## src/rtl/ddr_types_pkg.sv

```systemverilog
// Shared types for the DDR ECC error logger: error classification, the log
// entry layout and a saturating increment helper.
package ddr_types_pkg;

  localparam int LOG_ADDR_W = 40;
  localparam int SYND_W     = 16;
  localparam int TS_W       = 32;

  typedef enum logic {
    CE = 1'b0,
    UE = 1'b1
  } err_type_e;

  typedef struct packed {
    err_type_e               err_type;
    logic [SYND_W-1:0]       syndrome;
    logic [LOG_ADDR_W-1:0]   addr;
    logic [TS_W-1:0]         timestamp;
  } err_log_entry_t;

  localparam int ENTRY_W = $bits(err_log_entry_t);

  function automatic logic [31:0] sat_inc32(input logic [31:0] v);
    return (v == 32'hFFFF_FFFF) ? v : v + 32'd1;
  endfunction

  function automatic logic [15:0] sat_inc16(input logic [15:0] v);
    return (v == 16'hFFFF) ? v : v + 16'd1;
  endfunction

endpackage

```

## src/rtl/ddr_sync_fifo.sv

```systemverilog
// Generic single-clock show-ahead FIFO with flush; a push in the flush cycle
// lands in the freshly emptied FIFO, and a pop frees room for a push when full.
module ddr_sync_fifo #(
  parameter  int WIDTH = 8,
  parameter  int DEPTH = 8,
  localparam int PTR_W = $clog2(DEPTH),
  localparam int CNT_W = PTR_W + 1
) (
  input  logic             clk,
  input  logic             rst,
  input  logic             i_push,
  input  logic             i_pop,
  input  logic             i_flush,
  input  logic [WIDTH-1:0] i_data,
  output logic [WIDTH-1:0] o_data,
  output logic [CNT_W-1:0] o_count,
  output logic             o_full,
  output logic             o_empty
);

  logic [WIDTH-1:0] r_mem [DEPTH];
  logic [PTR_W-1:0] r_wr_ptr;
  logic [PTR_W-1:0] r_rd_ptr;
  logic [CNT_W-1:0] r_count;

  logic             w_pop_ok;
  logic             w_push_ok;
  logic [PTR_W-1:0] w_waddr;

  assign o_empty   = (r_count == '0);
  assign o_full    = (r_count == CNT_W'(DEPTH));
  assign o_count   = r_count;
  assign o_data    = r_mem[r_rd_ptr];

  assign w_pop_ok  = i_pop && !o_empty && !i_flush;
  assign w_push_ok = i_push && (i_flush || !o_full || w_pop_ok);
  assign w_waddr   = i_flush ? '0 : r_wr_ptr;

  always_ff @(posedge clk) begin
    if (rst) begin
      r_wr_ptr <= '0;
      r_rd_ptr <= '0;
      r_count  <= '0;
    end else if (i_flush) begin
      r_rd_ptr <= '0;
      r_wr_ptr <= w_push_ok ? PTR_W'(1) : '0;
      r_count  <= w_push_ok ? CNT_W'(1) : '0;
    end else begin
      if (w_push_ok) r_wr_ptr <= r_wr_ptr + PTR_W'(1);
      if (w_pop_ok)  r_rd_ptr <= r_rd_ptr + PTR_W'(1);
      r_count <= r_count + CNT_W'(w_push_ok) - CNT_W'(w_pop_ok);
    end
  end

  // NOTE: storage is deliberately not reset; the count gates every read, so
  // stale contents are never observable and the array can map to plain RAM.
  always_ff @(posedge clk) begin
    if (w_push_ok && !rst) r_mem[w_waddr] <= i_data;
  end

endmodule

```

## src/rtl/ddr_ecc_err_log.sv

```systemverilog
// ECC error logger: timestamps CE/UE events into a log FIFO and keeps
// saturating event counters, a CE threshold interrupt and sticky UE/overflow.
module ddr_ecc_err_log
  import ddr_types_pkg::*;
#(
  parameter int DEPTH  = 8,
  parameter int ADDR_W = 40
) (
  input  logic                 clk,
  input  logic                 rst,
  input  logic                 err_detected,
  input  logic                 err_corrected,
  input  logic [15:0]          syndrome,
  input  logic [ADDR_W-1:0]    err_addr,
  output logic                 log_valid,
  input  logic                 log_pop,
  output err_log_entry_t       log_entry,
  output logic [31:0]          ce_total,
  output logic [31:0]          ue_total,
  output logic [15:0]          drop_count,
  input  logic [31:0]          ce_thresh,
  output logic                 irq_ce,
  output logic                 irq_ue,
  output logic                 overflow,
  input  logic                 clr_stats,
  input  logic                 flush
);

  localparam int CNT_W = $clog2(DEPTH) + 1;

  logic [TS_W-1:0]  r_ts;
  logic [31:0]      r_ce_total;
  logic [31:0]      r_ue_total;
  logic [15:0]      r_drop_count;
  logic             r_overflow;
  logic             r_irq_ce;
  logic             r_irq_ue;

  logic             w_evt;
  logic             w_ue_evt;
  logic             w_ce_evt;
  logic             w_pop_ok;
  logic             w_drop;
  err_log_entry_t   w_entry;
  logic [ENTRY_W-1:0] w_fifo_data;
  logic [CNT_W-1:0] w_fifo_count;
  logic             w_fifo_full;
  logic             w_fifo_empty;
  logic [31:0]      w_ce_next;
  logic [31:0]      w_ue_next;
  logic [15:0]      w_drop_next;

  assign w_evt    = err_detected | err_corrected;
  assign w_ue_evt = err_detected & ~err_corrected;
  assign w_ce_evt = w_evt & ~w_ue_evt;
  assign w_pop_ok = log_pop & log_valid;
  // A flush empties the FIFO before the push, so an event then never drops.
  assign w_drop   = w_evt & w_fifo_full & ~w_pop_ok & ~flush;

  always_comb begin
    w_entry           = '0;
    w_entry.err_type  = w_ue_evt ? UE : CE;
    w_entry.syndrome  = syndrome;
    w_entry.addr      = LOG_ADDR_W'(err_addr);
    w_entry.timestamp = r_ts;
  end

  ddr_sync_fifo #(
    .WIDTH (ENTRY_W),
    .DEPTH (DEPTH)
  ) u_fifo (
    .clk     (clk),
    .rst     (rst),
    .i_push  (w_evt),
    .i_pop   (log_pop),
    .i_flush (flush),
    .i_data  (w_entry),
    .o_data  (w_fifo_data),
    .o_count (w_fifo_count),
    .o_full  (w_fifo_full),
    .o_empty (w_fifo_empty)
  );

  assign log_valid = (w_fifo_count != '0);
  assign log_entry = w_fifo_empty ? '0 : err_log_entry_t'(w_fifo_data);

  // Clear first, then count, so an event coincident with clr_stats leaves 1.
  always_comb begin
    w_ce_next   = clr_stats ? '0 : r_ce_total;
    w_ue_next   = clr_stats ? '0 : r_ue_total;
    w_drop_next = clr_stats ? '0 : r_drop_count;
    if (w_ce_evt) w_ce_next   = sat_inc32(w_ce_next);
    if (w_ue_evt) w_ue_next   = sat_inc32(w_ue_next);
    if (w_drop)   w_drop_next = sat_inc16(w_drop_next);
  end

  always_ff @(posedge clk) begin
    if (rst) begin
      r_ts         <= '0;
      r_ce_total   <= '0;
      r_ue_total   <= '0;
      r_drop_count <= '0;
      r_overflow   <= 1'b0;
      r_irq_ce     <= 1'b0;
      r_irq_ue     <= 1'b0;
    end else begin
      r_ts         <= r_ts + TS_W'(1);
      r_ce_total   <= w_ce_next;
      r_ue_total   <= w_ue_next;
      r_drop_count <= w_drop_next;
      r_overflow   <= (r_overflow & ~clr_stats) | w_drop;
      r_irq_ue     <= (r_irq_ue & ~clr_stats) | w_ue_evt;
      r_irq_ce     <= (ce_thresh != '0) && (w_ce_next >= ce_thresh);
    end
  end

  assign ce_total   = r_ce_total;
  assign ue_total   = r_ue_total;
  assign drop_count = r_drop_count;
  assign overflow   = r_overflow;
  assign irq_ce     = r_irq_ce;
  assign irq_ue     = r_irq_ue;

endmodule

```

## config.mk

```make
export PLATFORM = sky130hd
export DESIGN_NAME = ddr_ecc_err_log
export DESIGN_NICKNAME = d
export VERILOG_FILES = /design/src/rtl/ddr_types_pkg.sv /design/src/rtl/ddr_sync_fifo.sv /design/src/rtl/ddr_ecc_err_log.sv
export SDC_FILE = /design/constraint.sdc
export NUM_CORES = 1
export LEC_CHECK = 0
export BUFFER_PORTS_ARGS = -buffer_cell sky130_fd_sc_hd__buf_2
export CAP_MARGIN = 40
export CORE_ASPECT_RATIO = 0.75
export CORE_MARGIN = 2
export CORE_UTILIZATION = 50
export DETAILED_ROUTE_END_ITERATION = 10
export GPL_TIMING_DRIVEN = 0
export PLACE_DENSITY = 0.68
export SETUP_SLACK_MARGIN = 0.15
export SYNTH_ARGS = -nofsm -noshare
export SYNTH_HDL_FRONTEND = slang
export SYNTH_SLANG_ARGS = --single-unit
```

## constraint.sdc

```tcl
create_clock -name clk -period 30.2 [get_ports clk]
set_input_delay 9.06 -clock clk [delete_from_list [all_inputs] [get_ports clk]]
set_output_delay 9.06 -clock clk [all_outputs]
set_load 0.02 [all_outputs]
```

# After elaboration in Yosys (flattened, before gate mapping)
# Memories as Yosys holds them, arrays and structs flattened. A register that Yosys moved wholly into a read port is not among the register bits.
# Index checks and enable logic that the tools add are counted.
[totals] reg_bits=125 ram_bits=712 input_bits=95 output_inout_bits=173 wordCells=77 memories=1
[classes] add_sub_neg=8 order_cmp=1 n_eq_ne=4 muxes=21 n_bitwise=16 n_reduce_logical=16
[mem_list] memory="u_fifo.r_mem" words=8 word_bits=89 rd=1 rd_clocked_by_memory_dff=1 write_ports=1 line_no="ddr_sync_fifo.sv:21" rtl="logic [WIDTH-1:0] r_mem [DEPTH];"
[op_table] operator="$mux 32" n=6
[op_table] operator="$add 32x1->32 const B" n=3
[op_table] operator="$mux 89" n=1
[op_table] operator="$eq 32x32->1 const B" n=2
[op_table] operator="$mux 16" n=3
[op_table] operator="$ge 32x32->1" n=1
[op_table] operator="$reduce_bool 32->1" n=1
[op_table] operator="$add 16x1->16 const B" n=1
[op_table] operator="$eq 16x16->1 const B" n=1
[op_table] operator="$mux 3" n=5
[op_table] operator="$and 1x1->1" n=8
[op_table] operator="$add 3x1->3 const B" n=2
[op_table] operator="$logic_and 1x1->1" n=5
[op_table] operator="$mux 1" n=5
[op_table] operator="$not 1->1" n=5
[op_table] operator="$add 4x1->4" n=1
[op_table] operator="$eq 4x4->1 const B" n=1
[op_table] operator="$logic_not 1->1" n=4
[op_table] operator="$logic_not 4->1" n=1
[op_table] operator="$mux 4" n=1
[op_table] operator="$reduce_bool 4->1" n=1
[op_table] operator="$sub 4x1->4" n=1
[op_table] operator="$or 1x1->1" n=3
[op_table] operator="$logic_or 1x1->1" n=2
[op_table] operator="other kinds (2)" n=2

# Longest topological paths before layout
# Gate-level depths: netlist of the first run.
[logic_depth] word_depth=9 ltp_mapped=18 mapped_depth_nobuf=14

# Cells and area by module
# From an unflattened synthesis of the first run, not the netlist that was laid out.
[hier_totals] cells_unflattened=2131 hier_area_um2=35365.2
[by_module_without_submodules] module="ddr_sync_fifo" n_inst=1 cells_per_inst=1121 area_per_inst_um2=27542.7 seq_area_each_um2=21640.8
[by_module_without_submodules] module="ddr_ecc_err_log" n_inst=1 cells_per_inst=1010 area_per_inst_um2=7822.5 seq_area_each_um2=2302.2

# Worst setup path before layout of the first run
# OpenSTA, ideal clock, no wires.
[synth_timing] path_type="input-to-reg" startpoint="input log_pop" endpoint="memory u_fifo.r_mem[4][0] (netlist bit) (enable)" setup_ps=646 arrival_ps=15808 required_time_ps=29554 slack_ps=13747 cell_stages=4 path_buffers=0 path_cell_list="nand2b_1 -> a21oi_1 -> nand3_1 -> nor3_1"
[synth_via] elab_chain_len=7
[synth_rtl] item="start: declaration" line_no="ddr_ecc_err_log.sv:16" rtl="input logic log_pop,"
[synth_rtl] item="$logic_and 1x1->1 (2 in series)" line_no="ddr_sync_fifo.sv:35" rtl="assign w_pop_ok = i_pop && !o_empty && !i_flush;"
[synth_rtl] item="$logic_or 1x1->1" line_no="ddr_sync_fifo.sv:36" rtl="assign w_push_ok = i_push && (i_flush || !o_full || w_pop_ok);"
[synth_rtl] item="$logic_and 1x1->1" line_no="ddr_sync_fifo.sv:36"
[synth_rtl] item="$logic_and 1x1->1" line_no="ddr_sync_fifo.sv:58" rtl="if (w_push_ok && !rst) r_mem[w_waddr] <= i_data;"
[synth_rtl] item="$mux 1" line_no="ddr_sync_fifo.sv:58"
[synth_rtl] item="$mux 1 (implied by the code)" line_no="ddr_sync_fifo.sv:58"
[synth_rtl] item="end: declaration" line_no="ddr_sync_fifo.sv:21"
# No other way between the ends.

# Worst setup path in the final report of the first run
[layout_timing] startpoint="input clr_stats" endpoint="register r_irq_ce, in the netlist irq_ce"
[layout_via] elab_chain_len=6 word_cells_on_any_way=7 classes_between="add/sub: 1; order compare: 1; eq/ne: 1; mux: 3; reduce/logical: 1"
[layout_rtl] item="start: declaration" line_no="ddr_ecc_err_log.sv:25" rtl="input logic clr_stats,"
[layout_rtl] item="$mux 32 (*)" line_no="ddr_ecc_err_log.sv:89" rtl="w_ce_next = clr_stats ? '0 : r_ce_total;"
[layout_rtl] item="$add 32x1->32 or $eq 32x32->1 (tied branches)" line_no="ddr_types_pkg.sv:24" rtl="return (v == 32'hFFFF_FFFF) ? v : v + 32'd1;"
[layout_rtl] item="$mux 32" line_no="ddr_types_pkg.sv:24"
[layout_rtl] item="$mux 32 (*)" line_no="ddr_ecc_err_log.sv:92" rtl="if (w_ce_evt) w_ce_next = sat_inc32(w_ce_next);"
[layout_rtl] item="via w_ce_next[12]" line_no="ddr_ecc_err_log.sv:49" rtl="logic [31:0] w_ce_next;"
[layout_rtl] item="$ge 32x32->1 (*)" line_no="ddr_ecc_err_log.sv:113" rtl="r_irq_ce <= (ce_thresh != '0) && (w_ce_next >= ce_thresh);"
[layout_rtl] item="$logic_and 1x1->1 (*)" line_no="ddr_ecc_err_log.sv:113"
[layout_rtl] item="end signal: assignment" line_no="ddr_ecc_err_log.sv:113"
[layout_rtl] item="end: declaration" line_no="ddr_ecc_err_log.sv:36" rtl="logic r_irq_ce;"
# Mark *: on every way through the listed nets, which the timed path passes. The rest lies on a longest branch.
# A chain may end at the register's enable or synchronous reset.

==> summary.md, run 1 <==
| Metric | Value |
|---|---|
| Crit start category | `primary input` |
| CP max stage cell | `clkbuf_1` |
| # IOs | `268` |
| Ys flop type | `edfxtp_1` |
| GRT Residual Overflow | `0` |
| Critical Path End Type | `flop` |
| Input/output buffers | `267` |
| Reg-to-reg startpoint | `ce_total[1]` |
| Clock-pin slew on the worst setup and hold paths | `0.06 ns` |
| Pre-antenna DRT Iters | `7` |
| FP Rows | `83` |
| DR WL/cell | `23.51 um` |
| Synthesized area | `34810 um^2` |
| Post-CTS Hold Fix Bufs | `0` |
| P_leak | `13.98 nW` |
| Critical R2R Capture | `irq_ce` |
| Number of distinct library cells after synthesis | `71` |
| Most used cell, CP | `buf_2` |
| Clock Latency Late Sink | `0.64 ns` |
| Post-synth top cells | `edfxtp_1, mux4_2, nor2_1, dfxtp_1, mux2i_1` |
| Area contributors post-synth | `edfxtp_1, mux4_2, dfxtp_1` |
| Final setup fails | `0` |
| H-tree depth | `3` |
| CTS buffer count | `80` |
| Area grow syn2layout | `17.90%` |
| Resize count post-CTS | `0` |
| Clk sink count | `840` |
| Mapped Nets | `2240` |
| CP Capture Point | `irq_ce` |
| Reg2reg path depth | `14` |
| Hold Violations, Final | `0` |
| Most frequent cell after synthesis | `edfxtp_1` |
| Crit share post-route | `45.12%` |
| TNS Setup | `0 ns` |
| Worst path cell trace | `buf_2 > buf_6 > buf_2 > buf_2 > clkbuf_1 > nor2b_1 > ha_1 > and4b_1 > nand4_1 > nor4_4 > nor4_1 > mux2_2 > ha_1 > and4_1 > a221o_1 > o31ai_1 > a31oi_1` |
| Asr flop ratio synth | `0%` |
| Synth Area per Inst | `16.58 um^2` |
| CTS tree | `built` |
| Die area | `71780 um^2` |
| Kind of critical path | `in2reg` |
| WP data arrival | `14.11 ns` |
| Yosys top cell area share | `61.41%` |
| Post CTS Setup Buffer Count | `0` |
| Yosys reg bits | `840` |
| Unrepaired setup endpoints after global routing | `no` |
| Final setup skew | `0.02270 ns` |
| Total of max-cap violations | `0` |
| Post-route insts no fill | `3512` |
| Worst vdd ir | `0.00003954 V` |
| Initial Util | `50.72%` |
| Placer Congestion | `0.9362` |
| Clock buffer depth | `3` |
| Overall global routing resource usage | `23.02%` |
| # placed instances | `3362` |
| Seq/Total Area, Yosys | `68.77%` |
| Vias in the first global route | `20490` |
| Final min period | `13.63 ns` |
| Max Clk Rate | `0.07339 GHz` |
| Hpwl dp | `56.22 mm` |
| Share of cells above drive strength 1 | `26.42%` |
| PwrDens | `61.04 nW/um^2` |
| Core box area | `68640 um^2` |
| Drt drc | `0` |
| Die extent in x | `308.7 um` |
| Drt first-iter violations | `1820` |
| Routed wire length | `82.57 mm` |
| Worst hold slack | `0.4639 ns` |
| Largest net degree at the start of global routing | `45` |
| First-pass GRT wire length | `123.5 mm` |
| # nets final | `2650` |
| Crit path launch | `clr_stats` |
| CP max stage delay | `0.63 ns` |
| Clk root buf | `clkbuf_16` |
| Actual slew at the worst max-slew pin | `0.9529 ns` |
| DRT antenna net count | `0` |
| Post-synth EDFFs | `712` |
| Yosys top cell by area | `edfxtp_1` |
| Relative slew slack | `36.47%` |
| Synth Warn # | `0` |
| Status | `complete, no violations` |
| Initial antenna violation count | `5` |
| Number of vias in the routed layout | `20550` |
| Max FO, Critical Path | `10` |
| Hold WC Path Type | `reg2reg` |
| Slew Viols, Final | `0` |
| Hold Path Stages | `2` |
| R2R Setup Slk | `26.13 ns` |
| CP required | `30.69 ns` |
| Die Y | `232.5 um` |
| Vias/cell | `5.850` |
| Syn Inst Count | `2100` |
==> cell usage in the layout, fill, tap and decap left out, types with 39 or more instances in the layout <==
cell type / instances
inv_1: 48
a21oi_1: 65
mux4_2: 178
dfxtp_1: 128
nand3_1: 53
edfxtp_1: 712
clkbuf_16: 83
nor2_1: 164
nand2_1: 80
clkbuf_1: 81
ha_1: 44
mux2i_1: 102
nand4_1: 44
buf_2: 286
or3_1: 39
==> state kept, by name (all words and copies together) (netlist names), 3 cells and up, named ones only <==
name,flops
u_fifo.o_count,4
u_fifo.r_mem,712
u_fifo.r_wr_ptr,3
ce_total,32
u_fifo.r_rd_ptr,3
drop_count,16
r_ts,32
ue_total,32
==> worst max-delay path, delay by kind of cell <==
family                     cells  cell delay, ns
muxes                          1            0.42
and+or+nand+nor                6            1.36
buffers and inverters          5            1.71
adders and majority gates      2            0.56
AOI/OAI and AO/OA              3            0.97
==> where the power goes <==
group / internal [mW] / switching, mW
sequential: 1.27 / 0.00557
clock: 0.580 / 0.426
combinational: 0.0816 / 0.143
total: 1.93 / 0.575
==> metrics by stage <==
stage | setup slack, ns | util, % | power [mW] | cell area (um^2)
after floorplan | 13.75 | - | 1.434 | 34810
after global placement | 7.149 | 54.37 | 1.520 | 37320
after detailed placement | 16.08 | 55.94 | 1.528 | 38400
after CTS | 16.74 | 59.77 | 2.525 | 41030
after global routing | 16.49 | 59.80 | 2.584 | 41050
final | 16.57 | 59.80 | 2.506 | 41050
==> per-layer routing <==
layer	part of all wire [%]	up-vias	track usage [%]
li1	-	9137	-
met1	43	10550	32.24
met2	48	734	36.85
met3	7.2	129	4.591
met4	2.5	0	6.692
met5	0	-	0
==> cell type report <==
cell class	count	area, um^2
clock inverters	38	407.9
well taps	935	1170
inverters	49	183.9
multi-input cells	1111	10330
diodes	3	7.507
fillers	5088	27600
plain buffers	100	410.4
clock buffers	108	2221
flip-flops and latches	840	23940
repair buffers	328	2369
==> worst min-delay path by stage <==
| stage | startpoint | to | slack, ns |
|---|---|---|---|
| after global routing | overflow | overflow | 0.49 |
| after detailed placement | overflow | overflow | 0.46 |
| final | overflow | overflow | 0.46 |
| after CTS | overflow | overflow | 0.46 |
| after floorplan | u_fifo.r_rd_ptr[1] | flop | 0.45 |
| after global placement | overflow | overflow | 0.45 |
==> cells by family (layout without fill, tap and decap cells) <==
logic type               after synthesis  after routing  share of synthesized area, %
flip-flops                           840            840                         68.77
AND/OR/NAND/NOR                      567            567                         8.826
multiplexers                         294            294                         14.90
AO/OA/AOI/OAI                        153            153                         2.846
buffers and inverters                149            623                         1.707
XOR/XNOR                              52             52                         1.308
adder cells (fa/ha/maj)               45             45                         1.639
other                                  0              3                             0
No activity file was read; power rests on OpenSTA's default activity.
==> run 2: changes to the inputs <==
Settings changed: ABC_AREA set to 1, PLACE_DENSITY 0.68 to 0.71.
Clock period 30.2 ns to 12.2 ns, I/O delays scaled along.
==> run 2 against run 1 <==
Clock-buffer cell count is 1 higher. Cell area is 4.3% higher. Total power grew to 2.5 times the previous value. Worst setup slack worse by 12 ns. Die area is 5.4% higher. Global-route usage is 3.7 points higher. Sequential cell count stayed put. Area after synthesis is 5.5% higher. Register-to-register slack worse by 18 ns. Critical endpoint is now log_entry[10]. Largest cell class unchanged.
==> summary.md, run 2 <==
| Metric | Value |
|---|---|
| Status | `complete, no violations` |
| DRT antenna net count | `0` |
| Mapped Nets | `3694` |
| Power Total | `6.374 mW` |
| Final Util | `58.60%` |
| Max FO, Critical Path | `11` |
| Most frequent cell after synthesis | `nor2_1` |
| M2 GR Usage | `40.60%` |
| Clock-pin slew on the worst setup and hold paths | `0.07 ns` |
| Area contributors post-synth | `edfxtp_1, nor2_1, dfxtp_1` |
| Number of vias in the routed layout | `28500` |
| Actual slew at the worst max-slew pin | `0.9079 ns` |
| Post-CTS Hold Fix Bufs | `0` |
| Unrepaired setup endpoints after global routing | `no` |
| Vias/cell | `5.670` |
| H-tree depth | `3` |
| Net Switching | `1.625 mW` |
| Syn Inst Count | `3554` |
| Crit start category | `flop` |
| Worst hold slack | `0.4853 ns` |
| Pre-antenna DRT Iters | `7` |
| Most common cell after layout, fill and taps aside | `nor2_1` |
| Yosys reg bits | `840` |
| Commonest non-fill, non-tap cells in the layout | `nor2_1, edfxtp_1, o21ai_0` |
| Reg-to-reg startpoint | `u_fifo.o_count[2]` |
| Total of max-cap violations | `0` |
| Area of the multi-input gates | `11090 um^2` |
| Clock buffer depth | `3` |
| First-pass GRT wire length | `154.6 mm` |
| Clk root buf | `clkbuf_16` |
| Share of cells above drive strength 1 | `14.68%` |
| Number of distinct library cells after synthesis | `47` |
| Clk sink count | `840` |
| Number of fill cells | `5982` |
| M3 GR Usage | `4.910%` |
| Most used cell, CP | `buf_2` |
| Final setup fails | `0` |
| Overall global routing resource usage | `26.72%` |
| CP max stage delay | `0.57 ns` |
| WP data arrival | `3.87 ns` |
| Kind of critical path | `reg2out` |
| Clock Latency Late Sink | `0.65 ns` |
| FP Rows | `86` |
| Reg with most FFs | `u_fifo.r_mem` |
| # nets final | `4133` |
| Initial Util | `50.27%` |
| Seq/Total Area, Yosys | `65.18%` |
| Critical hold path startpoint | `irq_ue` |
| Final min period | `7.535 ns` |
| DR WL/cell | `20.44 um` |
| Comb power frac | `11.0%` |
| Gr busiest metal | `met2` |
| Post CTS Setup Buffer Count | `0` |
| Post-synth EDFFs | `712` |
| Initial antenna violation count | `3` |
| Placer Congestion | `0.9608` |
| Drt drc | `0` |
| Yosys top cell by area | `edfxtp_1` |
| CTS buffer count | `81` |
| Yosys top cell area share | `58.21%` |
| Relative slew slack | `39.14%` |
| Slew Viols, Final | `0` |
| Die Y | `238.7 um` |
| Die area | `75670 um^2` |
| Drt first-iter violations | `3559` |
| Crit share post-route | `61.76%` |
| Area grow syn2layout | `16.56%` |
| WP buf/inv | `5` |
| # IOs | `268` |
| Resize count post-CTS | `0` |
| Ys flop type | `edfxtp_1` |
| Post-route insts no fill | `5027` |
| Synth Area per Inst | `10.34 um^2` |
| GRT Residual Overflow | `0` |
| Hpwl dp | `71.30 mm` |
| Hold Violations, Final | `0` |
| Worst path cell trace | `inv_1 > buf_2 > buf_2 > clkbuf_1 > nor2_1 > o22ai_1 > o21ai_0 > a31oi_1 > buf_2` |
| Largest net degree at the start of global routing | `18` |
| Die extent in x | `317.0 um` |
| Synthesized area | `36730 um^2` |
| CTS tree | `built` |
| Vias in the first global route | `26490` |
| Max reg flops | `712` |
| Asr flop ratio synth | `0%` |
| # placed instances | `4878` |
| P_leak | `15.73 nW` |
| Critical Path End Type | `output port` |
| Synth Warn # | `0` |
| CP max stage cell | `a31oi_1` |
| Worst vdd ir | `0.0001076 V` |
| Input/output buffers | `264` |
| Fraction of power consumed by the clock network | `39.3%` |
| Register area | `23940 um^2` |
| Hold WC Path Type | `reg2reg` |
| Cell-internal power | `4.750 mW` |
| Family with the most delay on the worst path | `buffers and inverters` |
| Met1 usage | `38.94%` |
| Core box area | `73060 um^2` |
| Final setup skew | `0.04076 ns` |
| Routed wire length | `102.7 mm` |
| PwrDens | `148.9 nW/um^2` |
| Post-synth top cells | `nor2_1, edfxtp_1, o21ai_0, nand2_1, inv_1` |
| Switching part of the total power | `25.49%` |
| CP required | `8.54 ns` |
| Sequential cell fraction of total power | `49.7%` |
| Max Clk Rate | `0.1327 GHz` |
## run 2: per-layer routing
| layer | wire length [um] | vias up | part of all wire (%) |
|---|---|---|---|
| met3 | 10740 | 175 | 10 |
| met1 | 43460 | 13540 | 42 |
| li1 | - | 13290 | - |
| met5 | 8 | - | 0.0078 |
| met2 | 45590 | 1490 | 44 |
| met4 | 2944 | 2 | 2.9 |
## run 2: final timing paths
path,endpoint,slack [ns],depth (start not counted)
setup / recovery,log_entry[10],4.67,9
hold / removal,irq_ue,0.49,2
setup reg to reg,u_fifo.r_mem[3][65],8.44,14
hold reg to reg,irq_ue,0.49,2
## run 2: through the flow
step	cell area, um^2	worst slack, ns	TNS, ns
floorplan	36730	1.128	0
finish	42810	4.665	0
detailed placement	40190	4.618	0
global route	42810	4.508	0
global placement	39260	-4.426	-2792.02
CTS	42800	4.758	0
## run 2: cells by family after synthesis
kind of cell,synth area share (%)
AO/OA/AOI/OAI,11.30
adder cells (fa/ha/maj),1.553
buffers and inverters,4.728
XOR/XNOR,0.4769
flip-flops,65.18
AND/OR/NAND/NOR,16.76
## run 2: final cells by class
class / count / area share (%)
timing repair buffer: 356 / 5.146
clock buffer: 109 / 5.222
sequential: 840 / 55.92
tap: 968 / 2.829
multi-input combinational: 2293 / 25.91
buffer: 192 / 2.037
inverter: 229 / 2.019
clock inverter: 35 / 0.8884
antenna: 5 / 0.02922
## run 2: power groups by stage
stage | Combinational [mW] | Clock [mW] | Sequential [mW]
after global routing | 0.770 | 2.63 | 3.17
after CTS | 0.703 | 2.52 | 3.17
final | 0.704 | 2.50 | 3.17
after global placement | 0.671 | 0 | 3.24
after floorplan | 0.392 | 0 | 3.24
after detailed placement | 0.697 | 0 | 3.23
## run 2: worst reg2reg max path: cells and delay by family, from the launching register on
| family | cells | cell delay, ns |
|---|---|---|
| adders and majority gates | 1 | 0.21 |
| buffers and inverters | 7 | 1.19 |
| DFF | 1 | 0.31 |
| and+or+nand+nor | 6 | 1.75 |
